**src/rtl/riscv_pkg.sv**
```systemverilog
// Shared fetch-side definitions: machine width, instruction size and the
// fetch controller state enumeration.
package riscv_pkg;

    localparam int XLEN        = 32;
    localparam int INSTR_BYTES = 4;

    typedef enum logic [0:0] {
        FETCH = 1'b0,
        DRAIN = 1'b1
    } fetch_state_e;

endpackage

```
**src/rtl/instr_fetch_if.sv**
```systemverilog
// Bundle of the fetch unit's memory, redirect and decode-side signals, plus
// a debug view of the fetch controller state.
interface instr_fetch_if;
    import riscv_pkg::*;

    // Handshakes: a transfer happens on a rising edge where valid and ready are
    // both 1 (imem_req/imem_ready, instr_valid/instr_ready). While valid is high
    // and ready low, the sender holds valid and its payload unchanged. imem_rvalid
    // and redirect_valid are single-cycle pulses with no back-pressure.
    logic            imem_req;
    logic [XLEN-1:0] imem_addr;
    logic            imem_ready;
    logic            imem_rvalid;
    logic [XLEN-1:0] imem_rdata;

    logic            redirect_valid;
    logic [XLEN-1:0] redirect_pc;

    logic            instr_valid;
    logic [XLEN-1:0] instr;
    logic [XLEN-1:0] instr_pc;
    logic            instr_ready;

    fetch_state_e    fetch_state;

    modport master (
        output imem_req,
        output imem_addr,
        input  imem_ready,
        input  imem_rvalid,
        input  imem_rdata,
        input  redirect_valid,
        input  redirect_pc,
        output instr_valid,
        output instr,
        output instr_pc,
        input  instr_ready,
        output fetch_state
    );

    modport slave (
        input  imem_req,
        input  imem_addr,
        output imem_ready,
        output imem_rvalid,
        output imem_rdata,
        output redirect_valid,
        output redirect_pc,
        input  instr_valid,
        input  instr,
        input  instr_pc,
        output instr_ready,
        input  fetch_state
    );

endinterface

```
**src/rtl/fetch_queue.sv**
```systemverilog
// Synchronous FIFO holding {pc, instr} entries between memory and decode.
// Flush empties it in one cycle and takes priority over read and write.
module fetch_queue #(
    parameter int DEPTH = 2,
    parameter int WIDTH = 64
) (
    input  logic                       clk_i,
    input  logic                       rst_i,
    input  logic                       flush_i,
    input  logic                       wr_en_i,
    input  logic [WIDTH-1:0]           wr_data_i,
    input  logic                       rd_en_i,
    output logic [WIDTH-1:0]           rd_data_o,
    output logic                       full_o,
    output logic                       empty_o,
    output logic [$clog2(DEPTH):0]     count_o
);

    localparam int AW = $clog2(DEPTH);

    logic [WIDTH-1:0] mem_q [DEPTH];
    logic [AW-1:0]    wr_ptr_q, wr_ptr_d;
    logic [AW-1:0]    rd_ptr_q, rd_ptr_d;
    logic [AW:0]      count_q, count_d;
    logic             wr_ok;
    logic             rd_ok;

    assign empty_o   = (count_q == '0);
    assign full_o    = (count_q == (AW+1)'(DEPTH));
    assign count_o   = count_q;
    assign rd_data_o = mem_q[rd_ptr_q];

    assign rd_ok = rd_en_i & ~empty_o;
    // A write into a full queue is allowed only when the head leaves in the same cycle.
    assign wr_ok = wr_en_i & (~full_o | rd_ok);

    always_comb begin
        wr_ptr_d = wr_ptr_q;
        rd_ptr_d = rd_ptr_q;
        count_d  = count_q;
        if (flush_i) begin
            wr_ptr_d = '0;
            rd_ptr_d = '0;
            count_d  = '0;
        end else begin
            if (wr_ok) begin
                wr_ptr_d = wr_ptr_q + 1'b1;
            end
            if (rd_ok) begin
                rd_ptr_d = rd_ptr_q + 1'b1;
            end
            unique case ({wr_ok, rd_ok})
                2'b10:   count_d = count_q + 1'b1;
                2'b01:   count_d = count_q - 1'b1;
                default: count_d = count_q;
            endcase
        end
    end

    always_ff @(posedge clk_i) begin
        if (rst_i) begin
            wr_ptr_q <= '0;
            rd_ptr_q <= '0;
            count_q  <= '0;
        end else begin
            wr_ptr_q <= wr_ptr_d;
            rd_ptr_q <= rd_ptr_d;
            count_q  <= count_d;
        end
    end

    always_ff @(posedge clk_i) begin
        if (wr_ok && !flush_i) begin
            mem_q[wr_ptr_q] <= wr_data_i;
        end
    end

endmodule

```
**src/rtl/instr_fetch.sv**
```systemverilog
// Credit-based instruction fetch unit: issues sequential word fetches, queues
// in-order responses with their PCs and discards wrong-path responses on redirect.
module instr_fetch
    import riscv_pkg::*;
#(
    parameter logic [XLEN-1:0] RESET_PC = 32'h0000_0000,
    parameter int              QDEPTH   = 2
) (
    input  logic          clock,
    input  logic          reset,
    instr_fetch_if.master bus
);

    localparam int              CW           = $clog2(QDEPTH) + 1;
    localparam logic [CW:0]     CREDIT_LIMIT = (CW+1)'(QDEPTH);
    localparam logic [XLEN-1:0] PC_STEP      = XLEN'(INSTR_BYTES);

    fetch_state_e      state_q, state_d;
    logic [XLEN-1:0]   pc_q, pc_d;
    logic [CW-1:0]     outstanding_q, outstanding_d;
    logic [CW-1:0]     discard_q, discard_d;

    logic              req;
    logic              accept;
    logic              rsp_ok;
    logic              consume;
    logic [CW:0]       inflight;
    logic [CW-1:0]     out_excl;
    logic [XLEN-1:0]   rsp_pc;

    logic              q_flush;
    logic              q_wr;
    logic              q_rd;
    logic [2*XLEN-1:0] q_wdata;
    logic [2*XLEN-1:0] q_rdata;
    logic              q_full;
    logic              q_empty;
    logic [CW-1:0]     q_count;

    // Every accepted request owns a queue slot until its instruction is consumed,
    // so a response can always be written.
    assign inflight = {1'b0, outstanding_q} + {1'b0, q_count};
    assign req      = ~reset & (state_q == FETCH) & ~bus.redirect_valid
                    & (inflight < CREDIT_LIMIT);
    assign accept   = req & bus.imem_ready;
    assign rsp_ok   = bus.imem_rvalid & (outstanding_q != '0);
    assign consume  = ~q_empty & bus.instr_ready;
    assign out_excl = outstanding_q - CW'(rsp_ok);

    // In FETCH the outstanding requests are consecutive words ending just below
    // pc_q, so the oldest one (the one responding) sits outstanding_q words back.
    assign rsp_pc  = pc_q - XLEN'({outstanding_q, 2'b00});
    assign q_wdata = {rsp_pc, bus.imem_rdata};

    assign bus.imem_req    = req;
    assign bus.imem_addr   = pc_q;
    assign bus.instr_valid = ~q_empty;
    assign bus.instr       = q_empty ? '0 : q_rdata[XLEN-1:0];
    assign bus.instr_pc    = q_empty ? '0 : q_rdata[2*XLEN-1:XLEN];
    assign bus.fetch_state = state_q;

    always_comb begin
        state_d       = state_q;
        pc_d          = pc_q;
        discard_d     = discard_q;
        outstanding_d = outstanding_q;
        q_flush       = bus.redirect_valid;
        q_rd          = consume & ~bus.redirect_valid;
        q_wr          = 1'b0;

        unique case ({accept, rsp_ok})
            2'b10:   outstanding_d = outstanding_q + CW'(1);
            2'b01:   outstanding_d = outstanding_q - CW'(1);
            default: outstanding_d = outstanding_q;
        endcase

        unique case (state_q)
            FETCH: begin
                if (bus.redirect_valid) begin
                    if (out_excl != '0) begin
                        state_d   = DRAIN;
                        discard_d = out_excl;
                    end
                end else begin
                    q_wr = rsp_ok & (~q_full | q_rd);
                end
            end
            DRAIN: begin
                if (rsp_ok) begin
                    discard_d = discard_q - CW'(1);
                    if (discard_q == CW'(1)) begin
                        state_d = FETCH;
                    end
                end
            end
            default: state_d = FETCH;
        endcase

        if (bus.redirect_valid) begin
            pc_d = bus.redirect_pc & ~XLEN'(3);
        end else if (accept) begin
            pc_d = pc_q + PC_STEP;
        end
    end

    always_ff @(posedge clock) begin
        if (reset) begin
            state_q       <= FETCH;
            pc_q          <= RESET_PC;
            outstanding_q <= '0;
            discard_q     <= '0;
        end else begin
            state_q       <= state_d;
            pc_q          <= pc_d;
            outstanding_q <= outstanding_d;
            discard_q     <= discard_d;
        end
    end

    fetch_queue #(
        .DEPTH (QDEPTH),
        .WIDTH (2*XLEN)
    ) u_queue (
        .clk_i     (clock),
        .rst_i     (reset),
        .flush_i   (q_flush),
        .wr_en_i   (q_wr),
        .wr_data_i (q_wdata),
        .rd_en_i   (q_rd),
        .rd_data_o (q_rdata),
        .full_o    (q_full),
        .empty_o   (q_empty),
        .count_o   (q_count)
    );

endmodule

```
**src/flat_wrapper.sv**
```systemverilog
// flat-port wrapper written by rule: the top's interface ports become plain ports
module instr_fetch_flat import riscv_pkg::*;
#(
    parameter logic [XLEN-1:0] RESET_PC = 32'h0000_0000,
    parameter int              QDEPTH   = 2
)
  (clock, reset, bus_imem_req, bus_imem_addr, bus_imem_ready, bus_imem_rvalid, bus_imem_rdata, bus_redirect_valid, bus_redirect_pc, bus_instr_valid, bus_instr, bus_instr_pc, bus_instr_ready, bus_fetch_state);
  instr_fetch_if bus_i ();
  input  logic clock;
  input  logic reset;
  output wire logic [$bits(bus_i.imem_req)-1:0] bus_imem_req;
  output wire logic [$bits(bus_i.imem_addr)-1:0] bus_imem_addr;
  input wire logic [$bits(bus_i.imem_ready)-1:0] bus_imem_ready;
  input wire logic [$bits(bus_i.imem_rvalid)-1:0] bus_imem_rvalid;
  input wire logic [$bits(bus_i.imem_rdata)-1:0] bus_imem_rdata;
  input wire logic [$bits(bus_i.redirect_valid)-1:0] bus_redirect_valid;
  input wire logic [$bits(bus_i.redirect_pc)-1:0] bus_redirect_pc;
  output wire logic [$bits(bus_i.instr_valid)-1:0] bus_instr_valid;
  output wire logic [$bits(bus_i.instr)-1:0] bus_instr;
  output wire logic [$bits(bus_i.instr_pc)-1:0] bus_instr_pc;
  input wire logic [$bits(bus_i.instr_ready)-1:0] bus_instr_ready;
  output wire logic [$bits(bus_i.fetch_state)-1:0] bus_fetch_state;
  assign bus_imem_req = bus_i.imem_req;
  assign bus_imem_addr = bus_i.imem_addr;
  assign bus_i.imem_ready = bus_imem_ready;
  assign bus_i.imem_rvalid = bus_imem_rvalid;
  assign bus_i.imem_rdata = bus_imem_rdata;
  assign bus_i.redirect_valid = bus_redirect_valid;
  assign bus_i.redirect_pc = bus_redirect_pc;
  assign bus_instr_valid = bus_i.instr_valid;
  assign bus_instr = bus_i.instr;
  assign bus_instr_pc = bus_i.instr_pc;
  assign bus_i.instr_ready = bus_instr_ready;
  assign bus_fetch_state = bus_i.fetch_state;
  instr_fetch #(.RESET_PC(RESET_PC), .QDEPTH(QDEPTH)) u_core (.clock(clock), .reset(reset), .bus(bus_i));
endmodule
```
**config.mk**
```make
export PLATFORM = sky130hd
export DESIGN_NAME = instr_fetch_flat
export DESIGN_NICKNAME = d
export VERILOG_FILES = /design/src/rtl/riscv_pkg.sv /design/src/rtl/instr_fetch_if.sv /design/src/rtl/fetch_queue.sv /design/src/rtl/instr_fetch.sv /design/src/flat_wrapper.sv
export SDC_FILE = /design/constraint.sdc
export NUM_CORES = 1
export LEC_CHECK = 0
export BUFFER_PORTS_ARGS = -buffer_cell sky130_fd_sc_hd__buf_4
export CAP_MARGIN = 40
export CORE_MARGIN = 8
export CORE_UTILIZATION = 59
export DETAILED_ROUTE_END_ITERATION = 16
export PLACE_DENSITY = 0.95
export SKIP_LAST_GASP = 1
export SYNTH_ARGS = -nofsm -noshare
export SYNTH_HDL_FRONTEND = slang
export SYNTH_SLANG_ARGS = --single-unit
```
**constraint.sdc**
```tcl
create_clock -name clock -period 9.6 [get_ports clock]
set_input_delay 0 -clock clock [delete_from_list [all_inputs] [get_ports clock]]
set_output_delay 0 -clock clock [all_outputs]
set_load 0.005 [all_outputs]
```
Word-level counts from Yosys, hierarchy flattened. Memories as Yosys holds them, arrays and structs flattened. A register that Yosys moved wholly into a read port is not among the register bits. Cells that the tools add are included.

Register bits: 41. Bits in writable memories: 128. Input port bits: 70. Output and inout bits: 99. Word-level logic and storage cells: 78. Memories: 1.

Memory list: u_core.u_queue.mem_q (depth 2, width 64, read ports 1, clocked after memory_dff 1, wr ports 1, RTL line fetch_queue.sv:21) `logic [WIDTH-1:0] mem_q [DEPTH];`.

Add/sub/neg operators: 11. $lt $le $gt $ge: 1. Eq/ne operators: 9. Muxes and demuxes: 21. Bitwise logic cells: 17. Reductions and logical operators: 10.

Operators by type and width (number): 32-bit 2-to-1 mux (4); 32-bit by 3-bit adder with 32-bit output (second input constant) (1); 32-bit by 4-bit subtractor with 32-bit output (1); 2-bit one-hot mux with 2 select lines (3); 1-bit AND (10); 1-bit 2-to-1 mux (10); 2-bit nonzero test (5); 2-bit by 1-bit equality test with 1-bit output (second input constant) (3); 2-bit equality test (second input constant) (3); 2-bit 2-to-1 mux (3); 2-bit inequality test (second input constant) (3); 2-bit by 1-bit subtractor with 2-bit output (second input constant) (3); 1-bit inverter (5); 2-bit by 1-bit adder with 2-bit output (second input constant) (2); 2-bit by 2-bit adder with 3-bit output (1); 3-bit by 2-bit < comparator with 1-bit output (second input constant) (1); 3-bit AND reduction (1); 1-bit adder (second input constant) (2); 2-bit zero test (1); 1-bit OR (2); 1-bit one-hot mux with 2 select lines (1); 2-bit OR reduction (1); 2-bit by 1-bit subtractor with 2-bit output (1); 1-bit logical AND (1); 1-bit zero test (1).

Longest topological paths before layout. Gate-level depths: netlist of run 1.

Depth in word-level cells: 12. Mapped depth: 11. Depth with buffers taken out: 9.

Modules after synthesis. Synthesis of run 1 repeated with hierarchy kept, for this count alone.

Cells, all modules: 685. Area total of the unflattened synthesis: 8197.9 um^2.

By module, submodules not included: fetch_queue (times used 1, cells each 228, area an instance 4875.9 um^2, sequential area each 3943.8 um^2); instr_fetch (times used 1, cells each 457, area an instance 3321.9 um^2, sequential area each 700.7 um^2).

Worst setup path after synthesis of run 1. Ideal clock, no wire load.

Kind: register to register. Start: register u_core.u_queue.count_q[0], in the netlist u_core.u_queue.count_o[0]. End: memory u_core.u_queue.mem_q[0][0], enable pin. Setup time: 0.483 ns. Arrival: 3.525 ns. Data required time: 9.117 ns. Path slack: 5.592 ns. Cell stages (with the launch flop): 6. Path buffers: 0. Clock period less this slack: 4.008 ns. Path through: dfxtp_1 nor2_1 a211oi_1 and2_1 inv_1 nor2_1.

Word-level cells in the longest chain between the ends: 12. Elaborated cells on any way between the ends: 16. Those cells by class: 1 x eq/ne; 4 x mux; 9 x bitwise; 2 x reduce/logical.

Ends and longest elaborated chain: from (decl) (RTL line fetch_queue.sv:24) `logic [AW:0] count_q, count_d;`; from (signal assigned) (RTL line fetch_queue.sv:68) `count_q <= count_d;`; 2-bit zero test (RTL line fetch_queue.sv:28) `assign empty_o = (count_q == '0);`; 1-bit inverter (RTL line fetch_queue.sv:33, instr_fetch.sv:47); 1-bit AND (RTL line instr_fetch.sv:47) `assign consume = ~q_empty & bus.instr_ready;`; 1-bit AND (RTL line instr_fetch.sv:68) `q_rd = consume & ~bus.redirect_valid;`; 1-bit OR (RTL line instr_fetch.sv:85) `q_wr = rsp_ok & (~q_full | q_rd);`; 1-bit AND (RTL line instr_fetch.sv:85); 1-bit 2-to-1 mux (RTL line instr_fetch.sv:79) `if (bus.redirect_valid) begin`; 1-bit 2-to-1 mux (RTL line instr_fetch.sv:77) `unique case (state_q)`; 1-bit AND * (RTL line fetch_queue.sv:35) `assign wr_ok = wr_en_i & (~full_o | rd_ok);`; 1-bit logical AND * (RTL line fetch_queue.sv:73) `if (wr_ok && !flush_i) begin`; 1-bit 2-to-1 mux * (RTL line fetch_queue.sv:73); 1-bit 2-to-1 mux (not written as such) * (RTL line fetch_queue.sv:74) `mem_q[wr_ptr_q] <= wr_data_i;`; to (decl) (RTL line fetch_queue.sv:21).

Every way passes the cells marked *; elsewhere a longest branch is shown, timed or not.

Final worst setup path of run 1.
Start: register u_core.u_queue.count_q[0], in the netlist u_core.u_queue.count_o[0]. End: register u_core.pc_q[13], in the netlist u_core.bus.imem_addr[13].

Word-level cells in the longest chain between the ends: 5.

Ends and longest elaborated chain: 2-bit by 2-bit adder with 3-bit output (RTL line instr_fetch.sv:42) `assign inflight = {1'b0, outstanding_q} + {1'b0, q_count};`; 3-bit by 2-bit < comparator with 1-bit output (RTL line instr_fetch.sv:44) `& (inflight < CREDIT_LIMIT);`; 1-bit AND (RTL line instr_fetch.sv:44); 1-bit AND (RTL line instr_fetch.sv:45) `assign accept = req & bus.imem_ready;`; 2-bit nonzero test (no line); to (signal assigned) (RTL line instr_fetch.sv:114) `pc_q <= pc_d;`; to (decl) (RTL line instr_fetch.sv:19) `logic [XLEN-1:0] pc_q, pc_d;`.

No other way between the ends. A chain may end at the register's enable or synchronous reset.

==> impl_results.md, run 1 <==
- GPL Wtd Cong: 0.8672
- Max_cap viols: 0
- CTS tree: built
- Initial Utilization: 59.46%
- Largest family of logic cells by synthesized area: simple AND/OR/NAND/NOR gates
- Clock sink total: 164
- GRT overflow: 0
- GRT Overall Usage: 25.32%
- Max-slew violation count: 0
- CORE AREA: 0.01309 mm^2
- Critical path data required time: 9.98 ns
- Final Cycle Share: 40.15%
- Combinational fraction of design power: 14.5%
- Worst hold path type: input pin to flip-flop
- Maximum clock rate: 259.4 MHz
- Total detailed-routing wirelength: 21.61 mm
- EDFF count, synth: 124
- IO Pins: 169
- CTS root buffer: clkbuf_16
- DP Area: 0.009031 mm^2
- Status: finished, final reports clean
- PD cells: 181.0 mW/mm^2
- Initial drt markers: 630
- Final Non-Filler Cells: 1060
- DR DRC count: 0
- H-tree levels: 4
- Via/cell ratio: 5.982
- Post-Synthesis Cells: 669
- Relative slew margins: 44.32%
- Post-Synth Adder-Cell Area: 1.640%
- Worst setup path class: flip-flop to flip-flop
- Register clock-pin slew on the reported worst setup and hold paths: 0.07 ns
- Mapped Area: 0.007780 mm^2
- DR WL/cell: 20.39 um
- Post_cts resized: 0
- Number of detailed-route iterations in the first pass: 6
- Seq cells post-synth: 164
- Clock Power Share: 39.8%
- Die height: 130.8 um
- CTS Buffer Depth: 2
- Peak supply drop: 0.1329 mV
- Worst setup EP type: flip-flop
- # rows: 42
- CP arrival: 4.23 ns
- CP Launch Type: flip-flop
- Post-synthesis sequential area ratio: 58.15%
- Synth cell types: 65
- Antenna Cells: 0
- First-pass GRT wire length: 32.94 mm
- Die W: 130.8 um
- Post-Synth XOR/XNOR Area: 4.600%
- Port-buffer cells: 162
- Commonest non-fill, non-tap cell in the layout: buf_4
- Final nets: 950
- Switching share of total power: 24.21%
- Post-route cell area: 0.01037 mm^2
- Placed Cells: 960
- Unrepaired setup endpoints after global routing: no
- Post-synth ARST share: 0%
- # hold bufs at CTS: 68
- Slew @ Worst Pin: 0.8352 ns
- Hold Vio Cnt, Final: 0
- Die Footprint: 0.01712 mm^2
- Sequential power share: 45.7%
- Layout cell share with drive strength beyond 1: 24.89%
- Psw: 454.3 uW
- Clk_lat worst skew: 0.43 ns
- Hpwl dp: 12.33 mm
- Final setup violation count: 0
- Vias in the first global route: 6265
- ANT nets after route: 0
- Largest net degree at the start of global routing: 64
- Initial antenna violation count: 0
- Syn Area/Cell: 11.63 um^2
- Leak Pwr: 3.861 nW
- Internal Power: 1.422 mW
- Post-CTS Repair Setup Buffers: 0
- Synth Area in Simple Gates: 15.79%
- Final core utilization: 79.22%
- Post-synthesis compound-gate area fraction: 6.755%
- Layout Skew: 0.01964 ns
- Yosys warning total: 0
- Ys flop type: edfxtp_1
- Max FO, Critical Path: 29
- Clock buffer count from CTS: 17
- Vias: 6341
- Area delta synth->final: 33.24%
- Minimum clock period: 3.855 ns
- Most frequent cells in the layout: buf_4 (165), edfxtp_1 (124), nor2_1 (96)
- Setup TNS: 0 ns
- Post-synthesis mux area share: 8.813%
registers in the layout (all words and copies together), names as in the netlist, named ones only:
signal,cells
u_core.u_queue.rd_ptr_q,1
u_core.u_queue.wr_ptr_q,1
u_core.bus.imem_addr,30
u_core.outstanding_q,2
u_core.discard_q,2
u_core.u_queue.mem_q,124
u_core.bus.fetch_state,1
u_core.u_queue.count_o,2
worst max-delay path, stage by stage, from the launching register on:
cell           delay, ns
dfxtp_1             0.48
and2_1              0.18
fa_1                0.45
or4_4               0.48
nor2_4              0.42
inv_2               0.36
nor2_2              0.30
mux2_2              0.37
a21oi_1             0.16
dlygate4sd3_1       0.57
kinds of logic after synthesis:
family	after synthesis
simple gates	236
xor+xnor	40
fa+ha+maj	9
mux	68
compound gates	79
flops	164
other cells	1
buf+inv	72
stage by stage:
stage | power (mW) | worst slack [ns] | hold slack [ns]
6_report | 1.876 | 5.745 | 0.06328
3_5_place_dp | 1.098 | 6.416 | 0.1879
2_1_floorplan | 1.011 | 5.592 | 0.09887
4_1_cts | 1.858 | 5.927 | 0.02398
5_1_grt | 1.934 | 5.602 | 0.08209
3_3_place_gp | 1.086 | 6.434 | 0.1852
final cells by class:
| type | count | area, um^2 |
|---|---|---|
| Clock inverter | 9 | 176.4 |
| Sequential cell | 164 | 4528 |
| Inverter | 18 | 67.56 |
| Timing Repair Buffer | 234 | 1939 |
| Clock buffer | 23 | 478.0 |
| Fill cell | 701 | 2719 |
| Multi-Input combinational cell | 436 | 2957 |
| Tap cell | 176 | 220.2 |
routing by layer:
metal	track usage, %	part of all wire (%)	vias to the layer above
met5	0	0	-
met4	11.88	3.6	0
met3	7.549	11	78
met2	42.98	49	426
met1	28.85	37	3006
li1	-	-	2831
final timing paths:
check,from,slack (ns),cells after the start,end
min,bus_redirect_pc[30],0.06,4,u_core.bus.imem_addr[30]
max,u_core.u_queue.count_o[0],5.75,9,u_core.bus.imem_addr[13]
min reg2reg,u_core.discard_q[1],0.55,2,u_core.discard_q[1]
max reg2reg,u_core.u_queue.count_o[0],5.75,9,u_core.bus.imem_addr[13]
cells in the mapped netlist, types with 4 or more instances:
cell | count | share of area, %
a31oi_1 | 9 | 0.72
xor2_1 | 12 | 1.4
or4_4 | 4 | 0.58
and4_1 | 4 | 0.45
nor2_1 | 98 | 4.7
nor4_2 | 4 | 0.64
or4_1 | 4 | 0.39
a21oi_1 | 21 | 1.4
o21ai_1 | 6 | 0.39
nand4_1 | 8 | 0.64
dfxtp_1 | 40 | 10
o21ai_0 | 6 | 0.39
a211oi_1 | 6 | 0.58
nor3_1 | 15 | 0.96
and2_1 | 8 | 0.64
buf_4 | 5 | 0.48
nor4_1 | 8 | 0.64
edfxtp_1 | 124 | 48
nand2_1 | 38 | 1.8
clkbuf_1 | 30 | 1.4
and3_1 | 9 | 0.72
ha_1 | 7 | 1.1
a32oi_1 | 6 | 0.68
inv_1 | 17 | 0.82
buf_2 | 12 | 0.77
nand2b_1 | 4 | 0.32
o22ai_1 | 6 | 0.48
xnor2_1 | 27 | 3.0
nand3_1 | 14 | 0.90
buf_1 | 4 | 0.19
mux2i_1 | 64 | 8.2
power groups by stage:
stage	Combinational (mW)	Sequential [mW]	Clock (mW)
finish	0.272	0.857	0.747
detailed placement	0.231	0.868	0
global placement	0.221	0.865	0
CTS	0.257	0.853	0.749
floorplan	0.162	0.849	0
global route	0.293	0.860	0.780
(Power assumes the default switching activity.)
==> run 2, diff against run 1 <==
--- a/config.mk
+++ b/config.mk
@@ -8,9 +8,9 @@
 export BUFFER_PORTS_ARGS = -buffer_cell sky130_fd_sc_hd__buf_4
 export CAP_MARGIN = 40
 export CORE_MARGIN = 8
-export CORE_UTILIZATION = 59
+export CORE_UTILIZATION = 49
 export DETAILED_ROUTE_END_ITERATION = 16
-export PLACE_DENSITY = 0.95
+export PLACE_DENSITY = 0.88
 export SKIP_LAST_GASP = 1
 export SYNTH_ARGS = -nofsm -noshare
 export SYNTH_HDL_FRONTEND = slang
==> constraint.sdc (replaced) <==
create_clock -name clock -period 3.1 [get_ports clock]
set_input_delay 0 -clock clock [delete_from_list [all_inputs] [get_ports clock]]
set_output_delay 0 -clock clock [all_outputs]
set_load 0.005 [all_outputs]
==> run 2 against run 1 <==
Non-clock buffer count grew 1. First-iteration DRC count shrank 25%. Global-route usage shrank 5.6 points. Die area grew 18%. Clock power grew to 2.8 times the previous value. Sequential share of layout area is essentially flat. Flip-flop and latch count is the same. Via count shrank 6.0%. Combinational power grew to 3.0 times the previous value. Hold slack lost 0.033 ns. Clock skew shrank 0.0075 ns. Critical endpoint is now u_core.bus.imem_addr[10].
==> impl_results.md, run 2 (same netlist as run 1, synthesis figures left out) <==
- Slew @ Worst Pin: 0.7004 ns (-0.1347 ns)
- Die W: 142.0 um (+8.5%)
- Leak Pwr: 3.828 nW (-0.84%)
- Hold Vio Cnt, Final: 0 (unchanged)
- Worst path slowest cell: dlygate4sd3_1
- Worst setup path class: flip-flop to flip-flop
- GRT Overall Usage: 19.68% (-5.6 points)
- Max FO, Critical Path: 6 (-79%)
- Final Cycle Share: 93.39% (+53 points)
- Initial Utilization: 49.51% (-9.9 points)
- Register Area: 0.004528 mm^2 (unchanged)
- Worst setup EP type: flip-flop
- GRT overflow: 0 (unchanged)
- Number of detailed-route iterations in the first pass: 4 (-2)
- CTS tree: built
- CORE AREA: 0.01571 mm^2 (+20%)
- Post-CTS Repair Setup Buffers: 0 (unchanged)
- H-tree levels: 4 (unchanged)
- Cell Chain, Critical Path: and2_1 > fa_1 > or4_4 > nor4_4 > mux2i_1 > a21oi_1 > nor2_1 > dlygate4sd3_1
- CTS root buffer: clkbuf_16
- CP Launch Type: flip-flop
- Hpwl dp: 13.06 mm (+5.9%)
- IO Pins: 169 (unchanged)
- Final setup violation count: 0 (unchanged)
- Clock sink total: 164 (unchanged)
- Clock buffer count from CTS: 17 (unchanged)
- CP arrival: 3.21 ns (-1.02 ns)
- Setup TNS: 0 ns (unchanged)
- Via/cell ratio: 5.414 (-9.5%)
- Area delta synth->final: 33.31% (about the same)
- Largest register FFs: 124 (unchanged)
- Multi-input gate area: 0.002957 mm^2 (unchanged)
- GPL Wtd Cong: 0.8647 (-0.29%)
- Maximum clock rate: 345.4 MHz (+33%)
- Max_cap viols: 0 (unchanged)
- Status: finished, final reports clean
- Reg with most FFs: u_core.u_queue.mem_q
- PD cells: 535.5 mW/mm^2 (+200%)
- Most frequent cells in the layout: buf_4 (169), edfxtp_1 (124), nor2_1 (96)
- Worst Hold Path Cells: 4 (unchanged)
- CTS Buffer Depth: 2 (unchanged)
- Antenna Cells: 0 (unchanged)
- Vias in the first global route: 5989 (-4.4%)
- Die height: 142.0 um (+8.5%)
- Layout cell share with drive strength beyond 1: 25.20% (+0.31 points)
- Peak supply drop: 0.3428 mV (+160%)
- Minimum clock period: 2.895 ns (-0.9596 ns)
- ANT nets after route: 0 (unchanged)
- Critical path data required time: 3.41 ns (-6.57 ns)
- # rows: 46 (+9.5%)
- Relative slew margins: 53.25% (+8.9 points)
- Worst hold path type: input pin to flip-flop
- Port-buffer cells: 162 (unchanged)
- DR DRC count: 0 (unchanged)
- Clk_lat worst skew: 0.42 ns (about the same)
- DP Area: 0.009151 mm^2 (+1.3%)
- Commonest non-fill, non-tap cell in the layout: buf_4
- Unrepaired setup endpoints after global routing: no
- DR WL/cell: 18.15 um (-11%)
- First-pass GRT wire length: 31.13 mm (-5.5%)
- Max-slew violation count: 0 (unchanged)
- Layout Skew: 0.01210 ns (-0.007538 ns)
- Largest net degree at the start of global routing: 63 (-1.6%)
- Total detailed-routing wirelength: 19.99 mm (-7.5%)
- Initial drt markers: 472 (-25%)
- Register clock-pin slew on the reported worst setup and hold paths: 0.06 ns (about the same)
- Max incr delay on CP: 0.56 ns (about the same)
- Post-route cell area: 0.01037 mm^2 (about the same)
- Final nets: 951 (+0.11%)
- Vias: 5961 (-6.0%)
- Initial antenna violation count: 0 (unchanged)
- Filler cells: 1113 (+59%)
- Die Footprint: 0.02017 mm^2 (+18%)
- Path depth of the worst reg2reg path: 8 (-1)
## run 2: timing repair
action	CTS	global route
endpoints found under the hold margin	94	0
endpoints found under the setup margin	0	1
hold buffers	63	0
resized for setup	0	0
## run 2: worst paths after layout
check                                        startpoint                       end  slack (ns)
worst max-delay path            u_core.outstanding_q[0]  u_core.bus.imem_addr[10]        0.20
worst min register to register      u_core.discard_q[1]       u_core.discard_q[1]        0.51
worst min-delay path                    bus_instr_ready   u_core.u_queue.rd_ptr_q        0.03
worst max register to register  u_core.outstanding_q[0]  u_core.bus.imem_addr[10]        0.20
## run 2: power breakdown
group          total, mW  switching, mW  internal (mW)
clock               2.10          0.807           1.29
combinational      0.816          0.421          0.395
sequential          2.64          0.120           2.52
## run 2: metal layers
metal	global-route usage, %	vias up	wire (um)
li1	-	2834	-
met1	23.44	2850	8306
met2	34.05	248	10000
met3	5.200	29	1382
met4	6.105	0	298
met5	0	-	0
## run 2: layout make-up
class	count	area share (%)
clock buffer	24	4.452
clock inverter	8	1.231
inverter	18	0.6515
tap	216	2.606
sequential	164	43.66
multi-input combinational	436	28.51
timing repair buffer	235	18.89
## run 2: stage by stage
stage | util (%) | hold WS, ns | worst slack [ns] | std cells | power [mW]
5_1_grt | 66.01 | 0.04622 | 0.1017 | 1101 | 5.762
2_1_floorplan | - | 0.09887 | 0.1513 | 672 | 3.127
3_3_place_gp | 58.24 | 0.1851 | 0.3862 | 1006 | 3.390
6_report | 66.01 | 0.03020 | 0.2049 | 1101 | 5.554
4_1_cts | 66.01 | 0.01028 | 0.1267 | 1101 | 5.577
3_5_place_dp | 58.24 | 0.1880 | 0.3405 | 1006 | 3.426
## run 2: critical path: cells and delay by family (launching register included)
kind	cells	cell delay (ns)
multiplexers	1	0.13
adder cells (fa/ha/maj)	1	0.45
flip-flops	1	0.47
buffers and inverters	1	0.56
AO/OA/AOI/OAI	1	0.15
AND/OR/NAND/NOR	4	1.03
